File: config.mk
export PLATFORM = sky130hd
export DESIGN_NAME = ram1k16_rr_arb_flat
export DESIGN_NICKNAME = d
export VERILOG_FILES = /design/src/rtl/ram1k16_arb_pkg.sv /design/src/rtl/ram1k16_rr_arb_if.sv /design/src/rtl/rr_arb2.sv /design/src/rtl/ram1k16_rr_arb.sv /design/src/flat_wrapper.sv
export SDC_FILE = /design/constraint.sdc
export NUM_CORES = 1
export LEC_CHECK = 0
export ABC_AREA = 1
export BUFFER_PORTS_ARGS = -buffer_cell sky130_fd_sc_hd__buf_2
export CAP_MARGIN = 30
export CELL_PAD_IN_SITES_DETAIL_PLACEMENT = 0
export CELL_PAD_IN_SITES_GLOBAL_PLACEMENT = 1
export CORE_MARGIN = 10
export CORE_UTILIZATION = 29
export CTS_CLUSTER_DIAMETER = 40
export DETAILED_ROUTE_END_ITERATION = 10
export GPL_TIMING_DRIVEN = 0
export HOLD_SLACK_MARGIN = 0.05
export PLACE_DENSITY = 0.73
export SLEW_MARGIN = 10
export SYNTH_ARGS = -nofsm -noshare
export SYNTH_HDL_FRONTEND = slang
export SYNTH_SLANG_ARGS = --single-unit
File: constraint.sdc
create_clock -name Clk -period 1.6 [get_ports Clk]
set_input_delay 0.16 -clock Clk [delete_from_list [all_inputs] [get_ports Clk]]
set_output_delay 0.16 -clock Clk [all_outputs]
set_load 0.1 [all_outputs]
File: src/rtl/ram1k16_arb_pkg.sv
// rtl/ram1k16_arb_pkg.sv - shared widths, command struct and saturating counter helper for the RAM arbiter
package ram1k16_arb_pkg;

    localparam int ADDR_W = 10;
    localparam int DATA_W = 16;
    localparam int BE_W   = DATA_W / 8;
    localparam int REQ_N  = 2;

    typedef struct packed {
        logic              we;
        logic [ADDR_W-1:0] addr;
        logic [DATA_W-1:0] wdata;
        logic [BE_W-1:0]   ben;
    } cmd_t;

    function automatic logic [15:0] sat_inc16(input logic [15:0] v, input logic en);
        return (en && (v != 16'hFFFF)) ? v + 16'd1 : v;
    endfunction

endpackage

File: src/rtl/ram1k16_rr_arb_if.sv
// rtl/ram1k16_rr_arb_if.sv - client + RAM port bundle of ram1k16_rr_arb; RAM_ARB_PERF_CNT_EN adds counter outputs
interface ram1k16_rr_arb_if;
    import ram1k16_arb_pkg::*;

    logic [REQ_N-1:0]  Req;
    logic [REQ_N-1:0]  We;
    logic [ADDR_W-1:0] Addr0;
    logic [ADDR_W-1:0] Addr1;
    logic [DATA_W-1:0] WData0;
    logic [DATA_W-1:0] WData1;
    logic [BE_W-1:0]   Ben0;
    logic [BE_W-1:0]   Ben1;
    logic [REQ_N-1:0]  Gnt;
    logic [REQ_N-1:0]  RValid;
    logic [DATA_W-1:0] RData;
    logic [ADDR_W-1:0] WA;
    logic [ADDR_W-1:0] RA;
    logic [DATA_W-1:0] WD;
    logic [BE_W-1:0]   WEN;
    logic              WClk_En;
    logic              RClk_En;
    logic [DATA_W-1:0] RD;
`ifdef RAM_ARB_PERF_CNT_EN
    logic [15:0]       GntCnt0;
    logic [15:0]       GntCnt1;
    logic [15:0]       ConflictCnt;

    modport slave (
        input  Req, We, Addr0, Addr1, WData0, WData1, Ben0, Ben1, RD,
        output Gnt, RValid, RData, WA, RA, WD, WEN, WClk_En, RClk_En,
        output GntCnt0, GntCnt1, ConflictCnt
    );
    modport master (
        output Req, We, Addr0, Addr1, WData0, WData1, Ben0, Ben1, RD,
        input  Gnt, RValid, RData, WA, RA, WD, WEN, WClk_En, RClk_En,
        input  GntCnt0, GntCnt1, ConflictCnt
    );
`else
    modport slave (
        input  Req, We, Addr0, Addr1, WData0, WData1, Ben0, Ben1, RD,
        output Gnt, RValid, RData, WA, RA, WD, WEN, WClk_En, RClk_En
    );
    modport master (
        output Req, We, Addr0, Addr1, WData0, WData1, Ben0, Ben1, RD,
        input  Gnt, RValid, RData, WA, RA, WD, WEN, WClk_En, RClk_En
    );
`endif

endinterface

File: src/rtl/rr_arb2.sv
// rtl/rr_arb2.sv - two-way round-robin arbiter: combinational one-hot grant plus last-winner pointer
module rr_arb2 (
    input  logic       clk,
    input  logic       rst,
    input  logic [1:0] req,
    output logic [1:0] gnt
);

    // last_q holds the index of the most recent winner; 1 after reset so requester 0 goes first
    logic last_q;

    always_comb begin
        gnt = 2'b00;
        unique case (req)
            2'b01:   gnt = 2'b01;
            2'b10:   gnt = 2'b10;
            2'b11:   gnt = last_q ? 2'b01 : 2'b10;
            default: gnt = 2'b00;
        endcase
    end

    always_ff @(posedge clk or posedge rst) begin
        if (rst) begin
            last_q <= 1'b1;
        end else if (|gnt) begin
            last_q <= gnt[1];
        end
    end

endmodule

File: src/rtl/ram1k16_rr_arb.sv
// rtl/ram1k16_rr_arb.sv - arbitrates two clients onto a 1024x16 RAM; RAM_ARB_PERF_CNT_EN adds grant/conflict counters
module ram1k16_rr_arb
    import ram1k16_arb_pkg::*;
(
    input  logic            Clk,
    input  logic            Reset,
    ram1k16_rr_arb_if.slave bus
);

    logic [REQ_N-1:0]  gnt;
    logic              granted;
    cmd_t              cmd;

    logic [ADDR_W-1:0] wa_q;
    logic [ADDR_W-1:0] ra_q;
    logic [DATA_W-1:0] wd_q;
    logic [BE_W-1:0]   wen_q;
    logic              wclk_en_q;
    logic              rclk_en_q;
    logic [REQ_N-1:0]  rd_src_q;
    logic [REQ_N-1:0]  rvalid_q;
    logic [DATA_W-1:0] rdata_q;

    rr_arb2 u_arb (
        .clk (Clk),
        .rst (Reset),
        .req (bus.Req),
        .gnt (gnt)
    );

    assign granted = |gnt;

    always_comb begin
        cmd = '0;
        if (gnt[1]) begin
            cmd.we    = bus.We[1];
            cmd.addr  = bus.Addr1;
            cmd.wdata = bus.WData1;
            cmd.ben   = bus.Ben1;
        end else if (gnt[0]) begin
            cmd.we    = bus.We[0];
            cmd.addr  = bus.Addr0;
            cmd.wdata = bus.WData0;
            cmd.ben   = bus.Ben0;
        end
    end

    // Command stage drives the RAM one cycle after the grant; read data is captured one cycle later
    always_ff @(posedge Clk or posedge Reset) begin
        if (Reset) begin
            wa_q      <= '0;
            ra_q      <= '0;
            wd_q      <= '0;
            wen_q     <= '0;
            wclk_en_q <= 1'b0;
            rclk_en_q <= 1'b0;
            rd_src_q  <= '0;
            rvalid_q  <= '0;
            rdata_q   <= '0;
        end else begin
            wclk_en_q <= granted && cmd.we;
            rclk_en_q <= granted && !cmd.we;
            wen_q     <= (granted && cmd.we) ? cmd.ben : '0;
            if (granted && cmd.we) begin
                wa_q <= cmd.addr;
                wd_q <= cmd.wdata;
            end
            if (granted && !cmd.we) begin
                ra_q <= cmd.addr;
            end
            rd_src_q <= cmd.we ? '0 : gnt;
            rvalid_q <= rd_src_q;
            if (|rd_src_q) begin
                rdata_q <= bus.RD;
            end
        end
    end

    assign bus.Gnt     = gnt;
    assign bus.RValid  = rvalid_q;
    assign bus.RData   = rdata_q;
    assign bus.WA      = wa_q;
    assign bus.RA      = ra_q;
    assign bus.WD      = wd_q;
    assign bus.WEN     = wen_q;
    assign bus.WClk_En = wclk_en_q;
    assign bus.RClk_En = rclk_en_q;

`ifdef RAM_ARB_PERF_CNT_EN
    logic [15:0] gnt_cnt0_q;
    logic [15:0] gnt_cnt1_q;
    logic [15:0] conflict_cnt_q;

    always_ff @(posedge Clk or posedge Reset) begin
        if (Reset) begin
            gnt_cnt0_q     <= '0;
            gnt_cnt1_q     <= '0;
            conflict_cnt_q <= '0;
        end else begin
            gnt_cnt0_q     <= sat_inc16(gnt_cnt0_q, gnt[0]);
            gnt_cnt1_q     <= sat_inc16(gnt_cnt1_q, gnt[1]);
            conflict_cnt_q <= sat_inc16(conflict_cnt_q, &bus.Req);
        end
    end

    assign bus.GntCnt0     = gnt_cnt0_q;
    assign bus.GntCnt1     = gnt_cnt1_q;
    assign bus.ConflictCnt = conflict_cnt_q;
`endif

endmodule

File: src/flat_wrapper.sv
// flat-port wrapper written by rule: the top's interface ports become plain ports
module ram1k16_rr_arb_flat import ram1k16_arb_pkg::*;
  (Clk, Reset, bus_Req, bus_We, bus_Addr0, bus_Addr1, bus_WData0, bus_WData1, bus_Ben0, bus_Ben1, bus_RD, bus_Gnt, bus_RValid, bus_RData, bus_WA, bus_RA, bus_WD, bus_WEN, bus_WClk_En, bus_RClk_En);
  ram1k16_rr_arb_if bus_i ();
  input  logic Clk;
  input  logic Reset;
  input wire logic [$bits(bus_i.Req)-1:0] bus_Req;
  input wire logic [$bits(bus_i.We)-1:0] bus_We;
  input wire logic [$bits(bus_i.Addr0)-1:0] bus_Addr0;
  input wire logic [$bits(bus_i.Addr1)-1:0] bus_Addr1;
  input wire logic [$bits(bus_i.WData0)-1:0] bus_WData0;
  input wire logic [$bits(bus_i.WData1)-1:0] bus_WData1;
  input wire logic [$bits(bus_i.Ben0)-1:0] bus_Ben0;
  input wire logic [$bits(bus_i.Ben1)-1:0] bus_Ben1;
  input wire logic [$bits(bus_i.RD)-1:0] bus_RD;
  output wire logic [$bits(bus_i.Gnt)-1:0] bus_Gnt;
  output wire logic [$bits(bus_i.RValid)-1:0] bus_RValid;
  output wire logic [$bits(bus_i.RData)-1:0] bus_RData;
  output wire logic [$bits(bus_i.WA)-1:0] bus_WA;
  output wire logic [$bits(bus_i.RA)-1:0] bus_RA;
  output wire logic [$bits(bus_i.WD)-1:0] bus_WD;
  output wire logic [$bits(bus_i.WEN)-1:0] bus_WEN;
  output wire logic [$bits(bus_i.WClk_En)-1:0] bus_WClk_En;
  output wire logic [$bits(bus_i.RClk_En)-1:0] bus_RClk_En;
  assign bus_i.Req = bus_Req;
  assign bus_i.We = bus_We;
  assign bus_i.Addr0 = bus_Addr0;
  assign bus_i.Addr1 = bus_Addr1;
  assign bus_i.WData0 = bus_WData0;
  assign bus_i.WData1 = bus_WData1;
  assign bus_i.Ben0 = bus_Ben0;
  assign bus_i.Ben1 = bus_Ben1;
  assign bus_i.RD = bus_RD;
  assign bus_Gnt = bus_i.Gnt;
  assign bus_RValid = bus_i.RValid;
  assign bus_RData = bus_i.RData;
  assign bus_WA = bus_i.WA;
  assign bus_RA = bus_i.RA;
  assign bus_WD = bus_i.WD;
  assign bus_WEN = bus_i.WEN;
  assign bus_WClk_En = bus_i.WClk_En;
  assign bus_RClk_En = bus_i.RClk_En;
  ram1k16_rr_arb u_core (.Clk(Clk), .Reset(Reset), .bus(bus_i));
endmodule
### Word level (Yosys, flattened, before mapping)

Cells that the tools add are included.

| operators by class | value |
|---|---|
| eq/ne operators | 3 |
| multiplexer cells | 6 |
| reduce and logical (&&, ||, !) cells | 5 |

Operator list:

| operator | count |
|---|---|
| $mux W29 | 2 |
| $mux W2 | 3 |
| $pmux W2 S3 | 1 |
| $eq A2 B2 Y1 const B | 2 |
| $reduce_or A2 Y1 | 2 |
| $eq A2 B1 Y1 const B | 1 |
| $logic_and A1 B1 Y1 | 2 |
| $logic_not A1 Y1 | 1 |

| word-level totals | value |
|---|---|
| register bits | 61 |
| input bits | 78 |
| output and inout port bits | 60 |
| word-level logic and storage cells | 24 |

### Logic depth before layout (Yosys ltp)

Gate-level depths: netlist of run 1.

| depth | value |
|---|---|
| depth in word-level cells | 6 |
| gate-level depth with buffers | 9 |
| mapped depth without buffers | 8 |

### By module

From an unflattened synthesis of run 1, not the netlist that was laid out.

| second synthesis, totals | value |
|---|---|
| cell total of the unflattened synthesis | 348 |
| area, all modules | 2783.9 um2 |

Modules (own cells, without submodules):

| module | instances | cells an instance | area each (um2) | sequential area each (um2) |
|---|---|---|---|---|
| ram1k16_rr_arb | 1 | 336 | 2715.1 | 1501.4 |
| rr_arb2 | 1 | 12 | 68.8 | 26.3 |

### Worst setup path after synthesis of run 1

Ideal clock, no wire load.

| timing | value |
|---|---|
| kind | reg-to-reg |
| from | register u_core.u_arb.last_q |
| to | register u_core.wd_q[0], in the netlist u_core.bus.WD[0] |
| setup time | 0.069 ns |
| data arrival time | 1.519 ns |
| data required time | 1.531 ns |
| setup slack | 0.012 ns |
| stages on the path, launching flop included | 10 |
| path buffers | 1 |
| clock period less this slack | 1.588 ns |
| path through | dfstp_2 inv_1 nand2_1 nand2_1 inv_1 buf_2 nand2_1 nand2_1 nand2_1 nand2_1 |

| between the ends | value |
|---|---|
| cells in the longest elaborated chain, start to end | 5 |
| elaborated cells on any way between the ends | 6 |
| those cells by class | mux: 4; reduce/logical: 2 |

Ends and longest elaborated chain:

| what | RTL line | RTL |
|---|---|---|
| start, declared | rr_arb2.sv:10 | `logic last_q;` |
| start signal, assigned | rr_arb2.sv:26 | `last_q <= gnt[1];` |
| $mux W2 * | rr_arb2.sv:17 | `2'b11: gnt = last_q ? 2'b01 : 2'b10;` |
| $pmux W2 S3 * | rr_arb2.sv:14 | `unique case (req)` |
| via bus_Gnt[0] | flat_wrapper.sv:16 | `output wire logic [$bits(bus_i.Gnt)-1:0] bus_Gnt;` |
| $mux W29 | ram1k16_rr_arb.sv:40 | `end else if (gnt[0]) begin` |
| $mux W29 | ram1k16_rr_arb.sv:35 | `if (gnt[1]) begin` |
| $logic_and A1 B1 Y1 | ram1k16_rr_arb.sv:64 | `if (granted && cmd.we) begin` |
| end signal, assigned | ram1k16_rr_arb.sv:66 | `wd_q <= cmd.wdata;` |
| end, declared | ram1k16_rr_arb.sv:16 | `logic [DATA_W-1:0] wd_q;` |

The timed path passes the listed nets; every way through them passes the cells marked *.
A chain may end at the register's enable or synchronous reset.

### Final worst setup path of run 1

| timing | value |
|---|---|
| from | register u_core.u_arb.last_q |
| to | output bus_Gnt[0] |

| between the ends | value |
|---|---|
| cells in the longest elaborated chain, start to end | 2 |

Ends and longest elaborated chain:

| what | RTL line |
|---|---|
| $mux W2 | rr_arb2.sv:17 |
| $pmux W2 S3 | rr_arb2.sv:14 |
| end, declared | flat_wrapper.sv:16 |

Every way passes these cells.

==> impl_summary.txt, run 1 <==
----------------------------------------------------
[Status]
  Outcome ... finished, final reports clean

[Critical path]
  R2r setup slk ... around 0.090 ns
  Critical Path End Type ... primary output
  Slowest stage cell, crit path ... dfstp_2
  Library cell appearing most often on the critical path ... nand2_4
  End of the worst register-to-register path ... u_core.bus.RData[0]
  Number of cells on the worst reg-to-reg path ... 3
  Startpoint-to-endpoint class of the critical path ... flip-flop to primary output
  Crit path launch type ... flip-flop
  Critical Path RT ... 1.44 ns
  Cell Chain, Critical Path ... inv_2 -> nand2_4 -> nand2_4 -> inv_4 -> buf_6 -> buf_12
  Crit path max fanout ... 3
  Beginning of the worst register-to-register path ... u_core.rd_src_q[1]
  Maximum single-stage delay on the critical path ... ~0.58 ns
  Data arrival time of the critical path ... around 1.4 ns

[Yosys]
  Total standard cell area after synthesis ... 2713 µm²
  Portion of the post-synthesis area used by sequential elements ... 0.5632
  Number of register bits inferred by synthesis ... roughly 60
  Share of synthesized area spent on multiplexers ... 0.06642
  Largest family of logic cells by synthesized area ... simple AND/OR/NAND/NOR gates
  Count of yosys warnings during synthesis ... 0
  Count of distinct cell types in the synthesized netlist ... 18
  Total nets after synthesis ... 386
  Complex-gate fraction of the synthesized area ... 0.005074
  Synthesized area divided by synthesized cell count ... roughly 9 µm²
  Largest cells by area after synthesis ... dfrtp_1, nand2_1, mux2_2
  Synthesized instance count ... around 300
  XOR/XNOR Fraction of Synth Area ... 0
  Portion of synthesized cell area occupied by the leading cell type ... 0.5535
  Post-synthesis cell type with the largest combined area ... dfrtp_1
  Share of synthesized cell area in full adder, half adder and majority cells ... 0
  Post-Synth Simple-Gate Area ... 0.3141

[Drt]
  Remaining antenna violation count ... 0
  DRC violations left ... 0
  Via count normalized by instance count ... roughly 4.4
  First-pass DRT Iterations ... 4
  Mean routed wirelength per cell ... 14.61 µm
  Initial drt markers ... 75
  Total Routed Length ... slightly below 9000 µm
  Via count ... 2606

[STA]
  Clock tree skew after final layout ... between 0.009 and 0.01 ns
  WHS ... about 0.11 ns
  Final Max Tran Viols ... 0
  Crit path time final ... between 1.5 and 2 ns
  Peak clock frequency supported by timing ... between 600 and 700 MHz
  Tightest slew margin relative to the limit ... 0.5509
  Final Hold Fails ... 0
  Final setup violating endpoints ... 0
  Ratio of final minimum period to clock period ... 0.9992
  RSZ-0062 raised after global routing ... true
  Worst Tran Pin Value ... 0.6722 ns

[Placed design]
  Post-placement cell area ... roughly 3600 µm²
  Buffers added on ports ... around 140
  Final Wtd Congestion ... approximately 0.72
  Detailed placement HPWL ... ~6400 µm

[Clocking]
  TritonCTS clock tree ... yes
  Latest clock arrival within the worst-skew pair ... 0.33 ns
  Clock root buffer master ... clkbuf_8
  Clock slew at the register clock pins of the worst setup and hold paths ... ~0.08 ns
  Total number of H-tree levels ... 3
  Buffer levels on the longest clock path ... 2
  Clock buffer count from CTS ... 9
  Total number of clock tree sinks ... 61

[Global routing]
  Total congestion overflow ... 0
  GRT Total Usage ... 0.1293
  Wire length of the first global-routing pass ... about 14000 µm
  Initial antenna violation count ... 0
  Maximum number of pins on one net before global-route repair ... 33
  Vias in the first global route ... between 2000 and 3000

[Flow run]
  Number of maximum-capacitance violations ... 0

[Power]
  Leakage Power ... about 0.0023 µW
  Worst supply voltage drop on vdd ... ~0.00062 V
  Part of the total power dissipated in sequential elements ... 0.300
  Combinational cell fraction of total power ... 0.461
  Internal power consumption ... 3226 µW
  Power per Cell Area ... about 1600 nW/µm²
  Total net switching power ... ~3200 µW
  Switching portion of total power ... 0.4973
  Total power ... approximately 6400 µW
  Part of the power in the clock network ... 0.239

[Hold path]
  Origin of the worst min-delay path ... bus_WData0[6]
  Worst Hold Endpoint ... u_core.bus.WD[6]
  Hold path cells ... 5
  Class of the worst hold path ... primary input to flip-flop

[Die]
  Area of the die ... between 10000 and 15000 µm²
  Boundary pin count ... between 100 and 150
  Initial Util ... 0.2964
  Height of the chip ... approximately 120 µm
  Cell row count ... 35
  Placeable core area ... 9153 µm²
  Die width ... 116.7 µm

[Layout]
  Fillers ... slightly above 900
  Layout overhead on the synthesized area ... 50.69%
  Layout cells sized above 1 ... 0.4209
  Commonest cells after routing, fill and taps aside ... nand2_1, buf_2, dfrtp_1, nand3_1, dlygate4sd3_1
  Most common cell after layout, fill and taps aside ... nand2_1
  Diodes inserted ... 0
  Final std cell area, no fill ... 4088 µm²
  Final Net Count ... 560

----------------------------------------------------
registers in the layout, summed over array words and instances, names as in the netlist:
| name | count |
|---|---|
| u_core.bus.WD | 16 |
| u_core.u_arb.last_q | 1 |
| u_core.bus.RClk_En | 1 |
| u_core.bus.WClk_En | 1 |
| u_core.rd_src_q | 2 |
| u_core.bus.WA | 10 |
| u_core.bus.RData | 16 |
| u_core.bus.RValid | 2 |
| u_core.bus.RA | 10 |
| u_core.bus.WEN | 2 |
worst max-delay path: cells and delay by family (launching register included):
family | cells | cell delay (ns)
AND/OR/NAND/NOR | 2 | 0.13
flip-flops | 1 | 0.58
buffers and inverters | 4 | 0.38
cells by family after synthesis:
logic type,after synthesis
flops,61
simple gates,206
buf+inv,23
compound gates,2
mux,16
cell usage after synthesis:
cell type	instances
buf_2	9
buf_4	1
nand2_1	171
buf_6	5
o21ai_0	1
nor2_2	1
nor3_1	1
nor2_4	1
dfrtp_1	60
nor2_1	1
nand3_4	1
mux2_2	16
nand3_2	2
dfstp_2	1
a21oi_2	1
inv_1	8
nand2_4	1
nand3_1	27
layout make-up:
type	instances	area [µm²]	share of cell area
well taps	111	138.9	0.03398
multi-input cells	224	1076	0.2632
inverters	8	36.28	0.008877
plain buffers	14	110.1	0.02694
repair buffers	164	975.9	0.2388
flip-flops and latches	61	1528	0.3737
clock buffers	9	123.9	0.03030
clock inverters	7	98.84	0.02418
how the worst max path moves through the flow:
| stage | start | end | slack [ns] | depth (start not counted) |
|---|---|---|---|---|
| 2_1_floorplan | u_core.u_arb.last_q | u_core.bus.WD[0] | 0.01 | 9 |
| 3_3_place_gp | u_core.u_arb.last_q | bus_Gnt[0] | -0.12 | 6 |
| 3_5_place_dp | u_core.u_arb.last_q | bus_Gnt[0] | -0.12 | 6 |
| 4_1_cts | u_core.u_arb.last_q | bus_Gnt[0] | -0.02 | 6 |
| 5_1_grt | u_core.u_arb.last_q | bus_Gnt[0] | -0.07 | 6 |
| 6_report | u_core.u_arb.last_q | bus_Gnt[0] | 0.001 | 6 |
what timing repair did:
action | CTS | global route
buffers inserted | 3 | 5
pin swaps | 1 | 2
hold buffers | 18 | 0
setup endpoints to repair | 2 | 23
gates cloned | 0 | 0
endpoints found under the hold margin | 46 | 0
gates resized for setup | 15 | 5
per-stage QoR:
stage / setup TNS [ns] / std cells / util / setup slack [ns]
2_1_floorplan: 0 / 308 / - / 0.01234
3_3_place_gp: -0.1240 / 556 / 0.3869 / -0.1240
3_5_place_dp: -0.1246 / 557 / 0.3891 / -0.1246
4_1_cts: -0.02366 / 593 / 0.4401 / -0.02366
5_1_grt: -0.09673 / 598 / 0.4466 / -0.06976
6_report: 0 / 598 / 0.4466 / 0.001305
routing by layer:
metal,vias up,wire (µm),track usage
met5,-,0,0
met3,7,760,0.04931
met4,0,74,0.03213
li1,1311,-,-
met1,1202,3723,0.1588
met2,86,4178,0.2085
power groups by stage:
| stage | clock network, µW | registers [µW] | logic (µW) |
|---|---|---|---|
| after floorplan | 0 | 3780 | 494 |
| after detailed placement | 0 | 1950 | 2890 |
| final | 1530 | 1920 | 2960 |
| after global routing | 1660 | 1960 | 3100 |
| after CTS | 1600 | 1930 | 2960 |
| after global placement | 0 | 1950 | 2870 |
(Power assumes the default switching activity.)
==> run 2, diff against run 1 <==
--- a/config.mk
+++ b/config.mk
@@ -11,13 +11,12 @@
 export CELL_PAD_IN_SITES_DETAIL_PLACEMENT = 0
 export CELL_PAD_IN_SITES_GLOBAL_PLACEMENT = 1
 export CORE_MARGIN = 10
-export CORE_UTILIZATION = 29
+export CORE_UTILIZATION = 32
 export CTS_CLUSTER_DIAMETER = 40
 export DETAILED_ROUTE_END_ITERATION = 10
 export GPL_TIMING_DRIVEN = 0
 export HOLD_SLACK_MARGIN = 0.05
-export PLACE_DENSITY = 0.73
-export SLEW_MARGIN = 10
+export PLACE_DENSITY = 0.76
 export SYNTH_ARGS = -nofsm -noshare
 export SYNTH_HDL_FRONTEND = slang
 export SYNTH_SLANG_ARGS = --single-unit
==> constraint.sdc (replaced) <==
create_clock -name Clk -period 1.8 [get_ports Clk]
set_input_delay 0.18 -clock Clk [delete_from_list [all_inputs] [get_ports Clk]]
set_output_delay 0.18 -clock Clk [all_outputs]
set_load 0.1 [all_outputs]
==> run 2 against run 1 <==
Effect of this change: first-iteration DRC count up 31%; final cell count down 5.0%; critical endpoint unchanged; final area down 7.4%; highest routed layer unchanged.
==> impl_summary.txt, run 2 (synthesis gave the netlist of run 1 again) <==
----------------------------------------------------
[Layout]
  Layout overhead on the synthesized area ... 39.48%
  Commonest cells after routing, fill and taps aside ... nand2_1, buf_2, dfrtp_1, nand3_1, mux2_2
  Final Net Count ... 536
  Diodes inserted ... 0
  Most common cell after layout, fill and taps aside ... nand2_1
  Layout cells sized above 1 ... 0.4212
  Final std cell area, no fill ... about 3800 µm²
  Final core utilization ... 0.4605

[Clocking]
  Buffer levels on the longest clock path ... 2
  Clock root buffer master ... clkbuf_8
  Total number of clock tree sinks ... 61
  Total number of H-tree levels ... 3
  Latest clock arrival within the worst-skew pair ... 0.33 ns
  Clock slew at the register clock pins of the worst setup and hold paths ... approximately 0.070 ns
  Clock buffer count from CTS ... 9
  TritonCTS clock tree ... yes
  Number of buffers added for setup after CTS ... 0

[Critical path]
  Crit path max fanout ... 10
  Startpoint-to-endpoint class of the critical path ... flip-flop to primary output
  Data arrival time of the critical path ... roughly 1.5 ns
  Critical Path End Type ... primary output
  Cell Chain, Critical Path ... inv_1 -> nand2_1 -> nand2_1 -> inv_2 -> buf_6 -> buf_12
  Critical Path RT ... ~1.6 ns
  Crit path launch type ... flip-flop
  Library cell appearing most often on the critical path ... nand2_1
  Slowest stage cell, crit path ... dfstp_2
  Beginning of the worst register-to-register path ... u_core.u_arb.last_q
  R2r setup slk ... approximately 0.28 ns
  End of the worst register-to-register path ... u_core.bus.RA[6]
  Number of cells on the worst reg-to-reg path ... 8
  Maximum single-stage delay on the critical path ... approximately 0.55 ns

[STA]
  Final Hold Fails ... 0
  Peak clock frequency supported by timing ... around 590 MHz
  Crit path time final ... around 1.7 ns
  RSZ-0062 raised after global routing ... false
  Clock tree skew after final layout ... 0.007659 ns
  Worst Tran Pin Value ... 0.7699 ns
  Tightest slew margin relative to the limit ... 0.4860
  Final setup violating endpoints ... 0
  Ratio of final minimum period to clock period ... 0.9434
  Final Max Tran Viols ... 0

[Hold path]
  Worst Hold Endpoint ... u_core.rd_src_q[1]
  Hold path cells ... 2
  Origin of the worst min-delay path ... bus_We[1]
  Class of the worst hold path ... primary input to flip-flop

[Power]
  Leakage Power ... 0.002212 µW
  Power per Cell Area ... 1448 nW/µm²
  Worst supply voltage drop on vdd ... around 0.00057 V

[Die]
  Height of the chip ... 112.1 µm
  Cell row count ... 33
  Area of the die ... 12560 µm²
  Placeable core area ... 8217 µm²
  Boundary pin count ... approximately 140
  Die width ... between 100 and 150 µm
  Initial Util ... 0.3301

[Drt]
  Remaining antenna violation count ... 0
  Initial drt markers ... about 100
  Total Routed Length ... ~8200 µm
  First-pass DRT Iterations ... 4
  Mean routed wirelength per cell ... around 15 µm
  DRC violations left ... 0
  Via count normalized by instance count ... between 4 and 5
  Via count ... 2474

[Placed design]
  Final Wtd Congestion ... around 0.71
  Buffers added on ports ... between 100 and 150
  Detailed placement HPWL ... about 6400 µm
  Post-placement cell area ... around 3500 µm²

[Status]
  Outcome ... finished, final reports clean

[Global routing]
  GRT Total Usage ... 0.1305
  Initial antenna violation count ... 0
  Total congestion overflow ... 0
  Maximum number of pins on one net before global-route repair ... 37
  Wire length of the first global-routing pass ... around 13000 µm
  Vias in the first global route ... between 2000 and 3000

[Flow run]
  Number of maximum-capacitance violations ... 0

----------------------------------------------------
-- run 2: routing by layer --
layer	vias up	wire length [µm]	track usage
met3	10	717	0.05112
met2	88	3796	0.2032
met4	0	108	0.04315
met1	1112	3627	0.1620
met5	-	0	0
li1	1264	-	-
-- run 2: how the worst max path moves through the flow --
| stage | startpoint | endpoint | cells after the start |
|---|---|---|---|
| after floorplan | Reset | u_core.bus.RA[0] | 1 |
| after global placement | Reset | u_core.bus.WD[13] | 2 |
| after detailed placement | u_core.u_arb.last_q | bus_Gnt[0] | 6 |
| after CTS | u_core.u_arb.last_q | bus_Gnt[0] | 6 |
| after global routing | u_core.u_arb.last_q | bus_Gnt[0] | 6 |
| final | u_core.u_arb.last_q | bus_Gnt[0] | 6 |
-- run 2: area by class of cell --
| type | count | area [µm²] |
|---|---|---|
| multi-input combinational | 224 | 1046 |
| fill | 871 | 4433 |
| buffer | 15 | 115.1 |
| timing repair buffer | 139 | 733.2 |
| clock inverter | 6 | 62.56 |
| clock buffer | 10 | 137.6 |
| sequential | 61 | 1528 |
| tap | 105 | 131.4 |
| inverter | 8 | 30.03 |
-- run 2: metrics by stage --
stage / setup slack (ns) / std cells / total power (µW) / TNS [ns] / hold slack [ns]
2_1_floorplan: 0.1086 / 308 / 3803 / 0 / 0.2535
3_3_place_gp: -0.6867 / 550 / 4274 / -41.17 / 0.3812
3_5_place_dp: 0.05134 / 551 / 4304 / 0 / 0.3680
4_1_cts: 0.02028 / 568 / 5546 / 0 / 0.05406
5_1_grt: 0.002686 / 568 / 5729 / 0 / 0.05501
6_report: 0.1019 / 568 / 5481 / 0 / 0.06883
-- run 2: worst max-delay path: cells and delay by family (launching register included) --
family                 cells  cell delay (ns)
DFF                        1             0.55
buffers and inverters      4             0.46
and+or+nand+nor            2             0.18
-- run 2: repair_timing --
item	CTS	global route
hold endpoints to repair	35	0
gates resized for setup	7	1
setup endpoints to repair	2	1
pin swaps	0	0
hold buffers	1	0
-- run 2: power breakdown --
part / switching, µW / total (µW) / internal (µW)
Combinational: 2120 / 2550 / 429
Clock: 546 / 1220 / 672
Sequential: 113 / 1710 / 1600
Total: 2780 / 5480 / 2700
